$ cat src/rtl/i2c_reg_sequencer.sv
// Turns 8-bit I2C register read/write requests into i2c_master_axil AXI-lite accesses; one AXI transaction at a time.
// Accept->awvalid 1 cycle; rsp_valid is a one-cycle pulse with no backpressure; req_ready is high only in IDLE.
module i2c_reg_sequencer #(
  parameter logic [15:0] PRESCALE   = 16'd250,
  parameter int unsigned POLL_LIMIT = 4096
) (
  input  logic        clk,
  input  logic        rst_n,
  input  logic        req_valid,
  output logic        req_ready,
  input  logic        req_rnw,
  input  logic [6:0]  req_dev,
  input  logic [7:0]  req_reg,
  input  logic [7:0]  req_wdata,
  output logic        rsp_valid,
  output logic [7:0]  rsp_rdata,
  output logic        rsp_nack,
  output logic        rsp_timeout,
  output logic [3:0]  m_axil_awaddr,
  output logic [2:0]  m_axil_awprot,
  output logic        m_axil_awvalid,
  input  logic        m_axil_awready,
  output logic [31:0] m_axil_wdata,
  output logic [3:0]  m_axil_wstrb,
  output logic        m_axil_wvalid,
  input  logic        m_axil_wready,
  input  logic [1:0]  m_axil_bresp,
  input  logic        m_axil_bvalid,
  output logic        m_axil_bready,
  output logic [3:0]  m_axil_araddr,
  output logic [2:0]  m_axil_arprot,
  output logic        m_axil_arvalid,
  input  logic        m_axil_arready,
  input  logic [31:0] m_axil_rdata,
  input  logic [1:0]  m_axil_rresp,
  input  logic        m_axil_rvalid,
  output logic        m_axil_rready
);

  localparam int CW = $clog2(POLL_LIMIT + 1);

  typedef enum logic [3:0] {
    INIT, IDLE, W_REG, W_DAT, W_CMD, R_CMD1, R_CMD2, POLL_RD, POLL_ST, CLR, RESP
  } state_t;

  state_t        state_q, state_d;
  logic          aw_vld_q, aw_vld_d, w_vld_q, w_vld_d, b_rdy_q, b_rdy_d;
  logic          ar_vld_q, ar_vld_d, r_rdy_q, r_rdy_d;
  logic [3:0]    awaddr_q, awaddr_d, araddr_q, araddr_d;
  logic [31:0]   wdata_q, wdata_d;
  logic          rnw_q, rnw_d;
  logic [6:0]    dev_q, dev_d;
  logic [7:0]    reg_q, reg_d, wdat_q, wdat_d, rdata_q, rdata_d;
  logic [CW-1:0] cnt_q, cnt_d, cnt_inc;
  logic          nack_q, nack_d, tmo_q, tmo_d;
  logic          launch, axi_busy, b_done, r_done, st_exit, st_miss, poll_out;

  assign axi_busy = aw_vld_q | w_vld_q | b_rdy_q | ar_vld_q | r_rdy_q;
  assign b_done   = b_rdy_q & m_axil_bvalid;
  assign r_done   = r_rdy_q & m_axil_rvalid;
  assign cnt_inc  = cnt_q + CW'(1);
  assign poll_out = (cnt_inc == CW'(POLL_LIMIT));
  assign st_exit  = ~m_axil_rdata[0] & m_axil_rdata[8] & m_axil_rdata[11];
  assign st_miss  = m_axil_rdata[3];

  always_comb begin
    state_d  = state_q;
    aw_vld_d = aw_vld_q;
    w_vld_d  = w_vld_q;
    b_rdy_d  = b_rdy_q;
    ar_vld_d = ar_vld_q;
    r_rdy_d  = r_rdy_q;
    awaddr_d = awaddr_q;
    araddr_d = araddr_q;
    wdata_d  = wdata_q;
    rnw_d    = rnw_q;
    dev_d    = dev_q;
    reg_d    = reg_q;
    wdat_d   = wdat_q;
    rdata_d  = rdata_q;
    cnt_d    = cnt_q;
    nack_d   = nack_q;
    tmo_d    = tmo_q;
    launch   = 1'b0;

    if (aw_vld_q && m_axil_awready) aw_vld_d = 1'b0;
    if (w_vld_q && m_axil_wready)   w_vld_d  = 1'b0;
    if ((aw_vld_q || w_vld_q) && !aw_vld_d && !w_vld_d) b_rdy_d = 1'b1;
    if (b_done) b_rdy_d = 1'b0;
    if (ar_vld_q && m_axil_arready) begin
      ar_vld_d = 1'b0;
      r_rdy_d  = 1'b1;
    end
    if (r_done) r_rdy_d = 1'b0;

    // Completion of one step launches the next step's transaction in the same cycle.
    unique case (state_q)
      INIT: begin
        if (b_done) state_d = IDLE;
        else if (!axi_busy) launch = 1'b1;
      end
      IDLE: begin
        if (req_valid) begin
          rnw_d   = req_rnw;
          dev_d   = req_dev;
          reg_d   = req_reg;
          wdat_d  = req_wdata;
          rdata_d = 8'h00;
          cnt_d   = '0;
          nack_d  = 1'b0;
          tmo_d   = 1'b0;
          state_d = W_REG;
          launch  = 1'b1;
        end
      end
      W_REG:  if (b_done) begin state_d = rnw_q ? R_CMD1 : W_DAT; launch = 1'b1; end
      W_DAT:  if (b_done) begin state_d = W_CMD;   launch = 1'b1; end
      W_CMD:  if (b_done) begin state_d = POLL_ST; launch = 1'b1; end
      R_CMD1: if (b_done) begin state_d = R_CMD2;  launch = 1'b1; end
      R_CMD2: if (b_done) begin state_d = POLL_RD; launch = 1'b1; end
      POLL_RD: begin
        if (r_done) begin
          cnt_d  = cnt_inc;
          launch = 1'b1;
          if (m_axil_rdata[8]) begin
            rdata_d = m_axil_rdata[7:0];
            state_d = POLL_ST;
          end else if (poll_out) begin
            tmo_d   = 1'b1;
            state_d = CLR;
          end
        end
      end
      POLL_ST: begin
        if (r_done) begin
          cnt_d = cnt_inc;
          if (st_exit) begin
            if (st_miss) begin
              nack_d  = 1'b1;
              rdata_d = 8'h00;
              state_d = CLR;
              launch  = 1'b1;
            end else begin
              state_d = RESP;
            end
          end else if (poll_out) begin
            tmo_d   = 1'b1;
            nack_d  = st_miss;
            rdata_d = 8'h00;
            state_d = CLR;
            launch  = 1'b1;
          end else begin
            launch = 1'b1;
          end
        end
      end
      CLR:  if (b_done) state_d = RESP;
      RESP: state_d = IDLE;
      default: state_d = INIT;
    endcase

    if (launch) begin
      unique case (state_d)
        POLL_RD: begin ar_vld_d = 1'b1; araddr_d = 4'h8; end
        POLL_ST: begin ar_vld_d = 1'b1; araddr_d = 4'h0; end
        INIT:    begin aw_vld_d = 1'b1; w_vld_d = 1'b1; awaddr_d = 4'hC; wdata_d = {16'd0, PRESCALE}; end
        W_REG:   begin aw_vld_d = 1'b1; w_vld_d = 1'b1; awaddr_d = 4'h8; wdata_d = {22'd0, rnw_d, 1'b1, reg_d}; end
        W_DAT:   begin aw_vld_d = 1'b1; w_vld_d = 1'b1; awaddr_d = 4'h8; wdata_d = {22'd0, 2'b11, wdat_d}; end
        W_CMD:   begin aw_vld_d = 1'b1; w_vld_d = 1'b1; awaddr_d = 4'h4; wdata_d = 32'h1900 | {25'd0, dev_d}; end
        R_CMD1:  begin aw_vld_d = 1'b1; w_vld_d = 1'b1; awaddr_d = 4'h4; wdata_d = 32'h0900 | {25'd0, dev_d}; end
        R_CMD2:  begin aw_vld_d = 1'b1; w_vld_d = 1'b1; awaddr_d = 4'h4; wdata_d = 32'h1300 | {25'd0, dev_d}; end
        CLR:     begin aw_vld_d = 1'b1; w_vld_d = 1'b1; awaddr_d = 4'h0; wdata_d = 32'h8; end
        default: ;
      endcase
    end
  end

  always_ff @(posedge clk or negedge rst_n) begin
    if (!rst_n) begin
      state_q  <= INIT;
      aw_vld_q <= 1'b0;
      w_vld_q  <= 1'b0;
      b_rdy_q  <= 1'b0;
      ar_vld_q <= 1'b0;
      r_rdy_q  <= 1'b0;
      awaddr_q <= 4'h0;
      araddr_q <= 4'h0;
      wdata_q  <= 32'h0;
      rnw_q    <= 1'b0;
      dev_q    <= 7'h0;
      reg_q    <= 8'h0;
      wdat_q   <= 8'h0;
      rdata_q  <= 8'h0;
      cnt_q    <= '0;
      nack_q   <= 1'b0;
      tmo_q    <= 1'b0;
    end else begin
      state_q  <= state_d;
      aw_vld_q <= aw_vld_d;
      w_vld_q  <= w_vld_d;
      b_rdy_q  <= b_rdy_d;
      ar_vld_q <= ar_vld_d;
      r_rdy_q  <= r_rdy_d;
      awaddr_q <= awaddr_d;
      araddr_q <= araddr_d;
      wdata_q  <= wdata_d;
      rnw_q    <= rnw_d;
      dev_q    <= dev_d;
      reg_q    <= reg_d;
      wdat_q   <= wdat_d;
      rdata_q  <= rdata_d;
      cnt_q    <= cnt_d;
      nack_q   <= nack_d;
      tmo_q    <= tmo_d;
    end
  end

  assign req_ready      = (state_q == IDLE);
  assign rsp_valid      = (state_q == RESP);
  assign rsp_rdata      = (state_q == RESP) ? rdata_q : 8'h00;
  assign rsp_nack       = (state_q == RESP) & nack_q;
  assign rsp_timeout    = (state_q == RESP) & tmo_q;
  assign m_axil_awaddr  = awaddr_q;
  assign m_axil_awprot  = 3'b000;
  assign m_axil_awvalid = aw_vld_q;
  assign m_axil_wdata   = wdata_q;
  assign m_axil_wstrb   = 4'hF;
  assign m_axil_wvalid  = w_vld_q;
  assign m_axil_bready  = b_rdy_q;
  assign m_axil_araddr  = araddr_q;
  assign m_axil_arprot  = 3'b000;
  assign m_axil_arvalid = ar_vld_q;
  assign m_axil_rready  = r_rdy_q;

  logic unused_axil;
  assign unused_axil = ^{m_axil_bresp, m_axil_rresp, m_axil_rdata[31:12], m_axil_rdata[10:9]};

endmodule

$ cat config.mk
export PLATFORM = sky130hd
export DESIGN_NAME = i2c_reg_sequencer
export DESIGN_NICKNAME = d
export VERILOG_FILES = /design/src/rtl/i2c_reg_sequencer.sv
export SDC_FILE = /design/constraint.sdc
export NUM_CORES = 1
export LEC_CHECK = 0
export ABC_AREA = 1
export CAP_MARGIN = 30
export CORE_AREA = 2 2 67 133
export CTS_CLUSTER_SIZE = 30
export DETAILED_ROUTE_END_ITERATION = 8
export DIE_AREA = 0 0 69 135
export GPL_ROUTABILITY_DRIVEN = 0
export GPL_TIMING_DRIVEN = 0
export HOLD_SLACK_MARGIN = 0.02
export PLACE_DENSITY = 0.84
export RECOVER_POWER = 50
export SYNTH_ARGS = -nofsm -noshare
export SYNTH_HDL_FRONTEND = slang
export SYNTH_SLANG_ARGS = --single-unit
$ cat constraint.sdc
create_clock -name clk -period 4.95 [get_ports clk]
set_input_delay 0.99 -clock clk [delete_from_list [all_inputs] [get_ports clk]]
set_output_delay 0.99 -clock clk [all_outputs]
set_load 0.01 [all_outputs]
# Word-level counts from Yosys, hierarchy flattened
# Cells that the tools add are included.
[classes]
bitwise = 11
n_mux = 73
n_reduce_logical = 31
addsub = 1
n_eq_ne = 28
[op_table]
columns = ["operator", "count"]
rows = [
  ["case mux 32 bit (7 select lines)", 1],
  ["two-way mux 8 bit", 12],
  ["two-way mux 4 bit", 13],
  ["case mux 4 bit (11 select lines)", 1],
  ["two-way mux 1 bit", 33],
  ["equality test 4 x 3 -> 1 bit (second input constant)", 8],
  ["two-way mux 13 bit", 2],
  ["case mux 13 bit (2 select lines)", 1],
  ["case mux 8 bit (3 select lines)", 1],
  ["equality test 4 bit (second input constant)", 5],
  ["equality test 4 x 2 -> 1 bit (second input constant)", 4],
  ["case mux 4 bit (4 select lines)", 1],
  ["two-way mux 7 bit", 2],
  ["adder 13 x 1 -> 13 bit (second input constant)", 1],
  ["equality test 13 bit (second input constant)", 1],
  ["inequality test 2 bit (second input constant)", 6],
  ["nonzero test 2 bit", 5],
  ["zero test 4 bit", 2],
  ["case mux 4 bit (2 select lines)", 1],
  ["AND reduction 7 bit", 1],
  ["nonzero test 7 bit", 1],
  ["OR reduction 7 bit", 1],
  ["bitwise AND 1 bit", 6],
  ["inequality test 3 bit (second input constant)", 2],
  ["other kinds (21)", 33],
]
[totals]
output_inout_bits = 67
ff_bits = 96

# Depth between registers and ports, before layout
[depth]
depth_word = 10
mapped_depth = 23

# Least setup slack after synthesis
# OpenSTA, ideal clock, no wires.
[synth_path]
kind = "input port to flip-flop"
start = "in m_axil_rvalid"
end = "reg wdata_q[0], in the netlist m_axil_wdata[0]"
t_arrival_ns = 2.397
path_buffers = 1
stages = 13
t_required_ns = 4.831
slack_ns = 2.434
path_cell_list = "nand2_1 inv_1 a21oi_1 nand3b_1 a21oi_4 inv_4 nand2_8 nand2_4 nand3_4 nand2_4 buf_6 nand2_1 nand2_1"
[synth_via]
elab_chain_len = 6
elab_cells_between_ends = 17
classes_between = "6 x eq/ne; 7 x mux; 1 x bitwise; 3 x reduce/logical"
[synth_lines]
columns = ["element", "line_no", "text"]
rows = [
  ["from (decl)", "36", "input logic m_axil_rvalid,"],
  ["bitwise AND 1 bit (*)", "60", "assign r_done = r_rdy_q & m_axil_rvalid;"],
  ["two-way mux 4 bit (on tied branches)", "135, 122", ""],
  ["case mux 4 bit (11 select lines) (*)", "97", "unique case (state_q)"],
  ["net state_d[0]", "46", "state_t state_q, state_d;"],
  ["equality test 4 bit (tied with other cells)", "163", "unique case (state_d)"],
  ["nonzero test 7 bit (no line)", "n/a", ""],
  ["AND reduction 2 bit (no line)", "n/a", ""],
  ["to (signal assigned)", "206", "wdata_q <= wdata_d;"],
  ["to (decl)", "50", "logic [31:0] wdata_q, wdata_d;"],
]
# Mark *: on every way through the listed nets, which the timed path passes. The rest lies on a longest branch. The select of a mux whose other input is x is not followed.
# A chain may end at the register's enable or synchronous reset.

# Final worst setup path
[layout_path]
start = "in req_valid"
end = "reg tmo_q"
[layout_via]
elab_chain_len = 2
[layout_lines]
columns = ["element", "line_no", "text"]
rows = [
  ["from (decl)", "9", "input logic req_valid,"],
  ["inequality test 2 bit (no line)", "n/a", ""],
  ["AND reduction 6 bit (no line)", "n/a", ""],
  ["to (signal assigned)", "214", "tmo_q <= tmo_d;"],
  ["to (decl)", "55", "logic nack_q, nack_d, tmo_q, tmo_d;"],
]
# No other way between the ends.

==> impl_results.html <==
<table>
<tr><th>Metric</th><th>Value</th></tr>
<tr><th colspan="2">Run status</th></tr>
<tr><td>Status</td><td>complete, but fails checks</td></tr>
<tr><td>Violated checks</td><td>capacitance limit, slew limit</td></tr>
<tr><th colspan="2">Synthesis</th></tr>
<tr><td>Cell area after synthesis</td><td>around 0.0041 mm^2</td></tr>
<tr><td>Cells taking the most area after synthesis</td><td>dfrtp_1 44%, nand2_1 16%, buf_4 6.4%</td></tr>
<tr><td>Post-Syn Instances</td><td>around 550</td></tr>
<tr><td>Mean Syn Cell Area</td><td>between 7 and 8 um^2</td></tr>
<tr><td>Area share of the largest cell type after synthesis</td><td>0.436</td></tr>
<tr><td>Count of state elements after synthesis</td><td>between 70 and 80</td></tr>
<tr><td>Dominant register cell in the synthesized netlist</td><td>dfrtp_1</td></tr>
<tr><td>Top-count cell post-synth</td><td>nand2_1</td></tr>
<tr><td>Most common library cells after synthesis</td><td>174 x nand2_1, 71 x dfrtp_1, 58 x inv_1</td></tr>
<tr><td>Count of distinct cell types in the synthesized netlist</td><td>between 40 and 50</td></tr>
<tr><td>Proportion of synthesized chip area in sequential cells</td><td>0.436</td></tr>
<tr><td>Synth warnings</td><td>0</td></tr>
<tr><td>Cell type with the largest total area after synthesis</td><td>dfrtp_1</td></tr>
<tr><td>Count of flip-flops with a built-in enable after synthesis</td><td>0</td></tr>
<tr><td>FFs w/ async S/R, synth</td><td>1.00</td></tr>
<tr><th colspan="2">Timing</th></tr>
<tr><td>Number of endpoints with negative hold slack in the final report</td><td>0</td></tr>
<tr><td>Unrepaired setup endpoints after global routing</td><td>no</td></tr>
<tr><td>Final max-slew violation count</td><td>72</td></tr>
<tr><td>Total negative slack</td><td>0 ns</td></tr>
<tr><td>Fin crit share</td><td>0.635</td></tr>
<tr><td>Rel. slew slack</td><td>-0.169</td></tr>
<tr><td>Worst-Margin Slew</td><td>1.75 ns</td></tr>
<tr><td>Top achievable clock speed</td><td>roughly 320 MHz</td></tr>
<tr><td>Count of endpoints failing setup in the final report</td><td>0</td></tr>
<tr><td>Final Skew</td><td>0.00640 ns</td></tr>
<tr><td>Minimum period implied by the final worst setup slack</td><td>between 3 and 4 ns</td></tr>
<tr><th colspan="2">Clocking</th></tr>
<tr><td>Clock network latency to the later pin of the worst-skew pair</td><td>about 0.33 ns</td></tr>
<tr><td>Clock tree buffer depth</td><td>2</td></tr>
<tr><td>Post-CTS Setup Bufs</td><td>0</td></tr>
<tr><td>CTS-repair resized insts</td><td>0</td></tr>
<tr><td>CTS tree</td><td>built</td></tr>
<tr><td>Maximum level of the CTS H-tree</td><td>3</td></tr>
<tr><td>Root buffer cell</td><td>clkbuf_16</td></tr>
<tr><td>Clk pin slew, worst setup/hold paths</td><td>0.05 ns</td></tr>
<tr><td>Num CTS Buffers</td><td>9</td></tr>
<tr><td>Hold-fix buffers at CTS</td><td>0</td></tr>
<tr><td>Number of sinks driven by the clock tree</td><td>71</td></tr>
<tr><th colspan="2">Worst setup path</th></tr>
<tr><td>Worst EP required</td><td>approximately 5 ns</td></tr>
<tr><td>Critical path peak fanout</td><td>10</td></tr>
<tr><td>Cell seen most often among critical-path stages</td><td>inv_1</td></tr>
<tr><td>Total buffers and inverters traversed by the critical path</td><td>4</td></tr>
<tr><td>Crit-path max cell delay</td><td>roughly 0.57 ns</td></tr>
<tr><td>Kind of end point of the critical path</td><td>flip-flop</td></tr>
<tr><td>Signal arrival time at the worst endpoint</td><td>roughly 3.3 ns</td></tr>
<tr><td>Type of element launching the critical path</td><td>input port</td></tr>
<tr><td>Cell with the largest stage delay on the worst path</td><td>dlygate4sd3_1</td></tr>
<tr><td>Worst setup path class</td><td>in2reg</td></tr>
<tr><td>Crit-path cells</td><td>dlygate4sd3_1, nand2_1, inv_1, nor3_1, or2_2, inv_1, nor2_1, clkinv_1, nand3b_1, a21oi_1</td></tr>
<tr><td>Critical path's top delay family</td><td>simple AND/OR/NAND/NOR gates</td></tr>
<tr><th colspan="2">Route</th></tr>
<tr><td>Post-route antenna net violation count</td><td>0</td></tr>
<tr><td>Via count</td><td>approximately 4000</td></tr>
<tr><td>Ratio of routed vias to standard cells</td><td>5.21</td></tr>
<tr><td>Total length of routed wires</td><td>10700 um</td></tr>
<tr><td>Mean routed wirelength per cell</td><td>approximately 14 um</td></tr>
<tr><td>Total DRC errors in the routed layout</td><td>0</td></tr>
<tr><td>DRC marker count from the first detailed-route iteration</td><td>between 300 and 400</td></tr>
<tr><td>Detailed Routing Iterations Pass 1</td><td>5</td></tr>
<tr><th colspan="2">Global route</th></tr>
<tr><td>Fraction of met1 tracks used by global routing</td><td>0.242</td></tr>
<tr><td>Number of antenna violations at the first check in global routing</td><td>0</td></tr>
<tr><td>Overall global routing resource usage</td><td>0.239</td></tr>
<tr><td>Global Route met3 Usage</td><td>0.0433</td></tr>
<tr><td>Number of global-route vias before repair</td><td>~4100</td></tr>
<tr><td>Met2 capacity usage during global routing</td><td>0.443</td></tr>
<tr><td>Most crowded layer after global routing</td><td>met2</td></tr>
<tr><td>Global-route wire length before repair</td><td>approximately 18000 um</td></tr>
<tr><td>Pin count of the biggest net entering global routing</td><td>between 70 and 80</td></tr>
<tr><td>Grt total ovfl</td><td>0</td></tr>
<tr><th colspan="2">Place</th></tr>
<tr><td>DPL Wire Length</td><td>around 8200 um</td></tr>
<tr><td>Buffers added on ports</td><td>73</td></tr>
<tr><th colspan="2">Layout</th></tr>
<tr><td>Fraction of final layout cells sized beyond drive strength 1</td><td>0.118</td></tr>
<tr><td>Syn-to-layout area delta</td><td>31.2%</td></tr>
<tr><td>Count of antenna diodes in the layout</td><td>0</td></tr>
<tr><td>Filler instances</td><td>699</td></tr>
<tr><td>Number of nets in the layout</td><td>733</td></tr>
<tr><td>Utilization of the core after routing</td><td>0.649</td></tr>
<tr><th colspan="2">Floorplanning</th></tr>
<tr><td># rows</td><td>47</td></tr>
<tr><td>Die boundary width</td><td>69 um</td></tr>
<tr><td>Placeable Area</td><td>0.00823 mm^2</td></tr>
<tr><td>Die footprint</td><td>a little over 0.009 mm^2</td></tr>
<tr><td>Number of ports placed on the die boundary</td><td>~140</td></tr>
<tr><td>Starting density of the core</td><td>0.495</td></tr>
<tr><td>Overall die height</td><td>about 140 um</td></tr>
<tr><th colspan="2">Power</th></tr>
<tr><td>Pwr/cell area</td><td>589 mW/mm^2</td></tr>
<tr><td>Reported leakage power</td><td>roughly 2.7 nW</td></tr>
<tr><td>Worst ir drop on vdd</td><td>about 0.4 mV</td></tr>
<tr><th colspan="2">Job</th></tr>
<tr><td>Max-cap violation count</td><td>1</td></tr>
<tr><th colspan="2">Min path</th></tr>
<tr><td>Hold crit path type</td><td>reg2reg</td></tr>
</table>
-- metrics by stage --
stage	setup slack [ns]	area (um^2)	hold WS, ns	total power [mW]	instances
floorplan	2.43	4200	0.445	2.01	580
global placement	0.609	5050	0.460	2.44	751
detailed placement	1.55	5050	0.465	2.49	751
CTS	1.84	5350	0.484	3.15	766
global route	1.61	5350	0.500	3.38	766
finish	1.80	5350	0.481	3.15	766
-- flip-flops by register name (all words and copies together), names as in the netlist --
register / cells
tmo_q: 1
dev_q: 7
wdat_q: 8
nack_q: 1
m_axil_araddr: 1
m_axil_awvalid: 1
rnw_q: 1
m_axil_arvalid: 1
rdata_q: 8
cnt_q: 13
m_axil_wdata: 12
m_axil_rready: 1
m_axil_awaddr: 2
m_axil_bready: 1
reg_q: 8
m_axil_wvalid: 1
state_q: 4
-- area by class of cell --
type	count	area [um^2]	area share
multi-input cells	399	1860	0.349
flip-flops and latches	71	1780	0.332
repair buffers	73	726	0.136
plain buffers	47	319	0.0597
clock buffers	12	256	0.0480
inverters	63	239	0.0447
well taps	98	123	0.0229
clock inverters	3	42.5	0.00796
-- routing by layer --
layer  vias up  wire [um]
met3        40        617
met2       191       6000
met1      1855       3620
li1       1905          -
met4         0        428
met5         -          0
-- worst reg2reg max path: stages (launching register included) --
cell	delay, ns
dfrtp_1	0.40
ha_1	0.20
nand2_1	0.09
nor2_1	0.20
nand2_1	0.16
nand2_1	0.09
nand2_1	0.07
nand3_1	0.08
nor2_1	0.06
nand3_2	0.11
nand3b_2	0.13
a21oi_4	0.38
inv_4	0.15
nand2_8	0.15
nor2_1	0.05
o21ai_0	0.32
o21ai_0	0.16
-- power by group --
| group | switching, mW | leakage, nW | internal (mW) |
|---|---|---|---|
| logic | 1.00 | 1.65 | 0.554 |
| registers | 0.124 | 0.913 | 0.824 |
| clock network | 0.232 | 0.145 | 0.414 |
-- cells in the final DEF, fill, tap and decap left out, types with 3 or more instances in the layout --
cell type        instances
a21oi_1                 10
buf_2                    3
buf_4                   35
clkbuf_1                 8
clkbuf_16                9
clkdlybuf4s50_1         62
conb_1                  35
dfrtp_1                 71
dlygate4sd3_1           10
inv_1                   58
nand2_1                174
nand2_2                  5
nand2_4                  3
nand3_1                 36
nand4_1                 14
nor2_1                  55
nor2_4                   3
nor3_1                   5
o21ai_0                 28
o22ai_1                  5
o31ai_1                  3
-- cell families after synthesis --
kind of cell | share of synthesized area
mux | 0.00246
compound gates | 0.0905
buf+inv | 0.137
flops | 0.436
fa+ha+maj | 0.00307
simple gates | 0.329
other cells | 0.00184
-- final timing paths --
| check | startpoint | endpoint | slack [ns] | cells after the start |
|---|---|---|---|---|
| min in group asynchronous | rst_n | cnt_q[6] | 1.10 | 1 |
| setup / recovery | req_valid | tmo_q | 1.80 | 10 |
| hold reg to reg | m_axil_wdata[0] | m_axil_wdata[0] | 0.48 | 2 |
| setup reg to reg | cnt_q[0] | m_axil_arvalid | 2.03 | 16 |
| hold / removal | m_axil_wdata[0] | m_axil_wdata[0] | 0.48 | 2 |
| max in group asynchronous | rst_n | nack_q | 2.78 | 1 |
(Power assumes the default switching activity.)
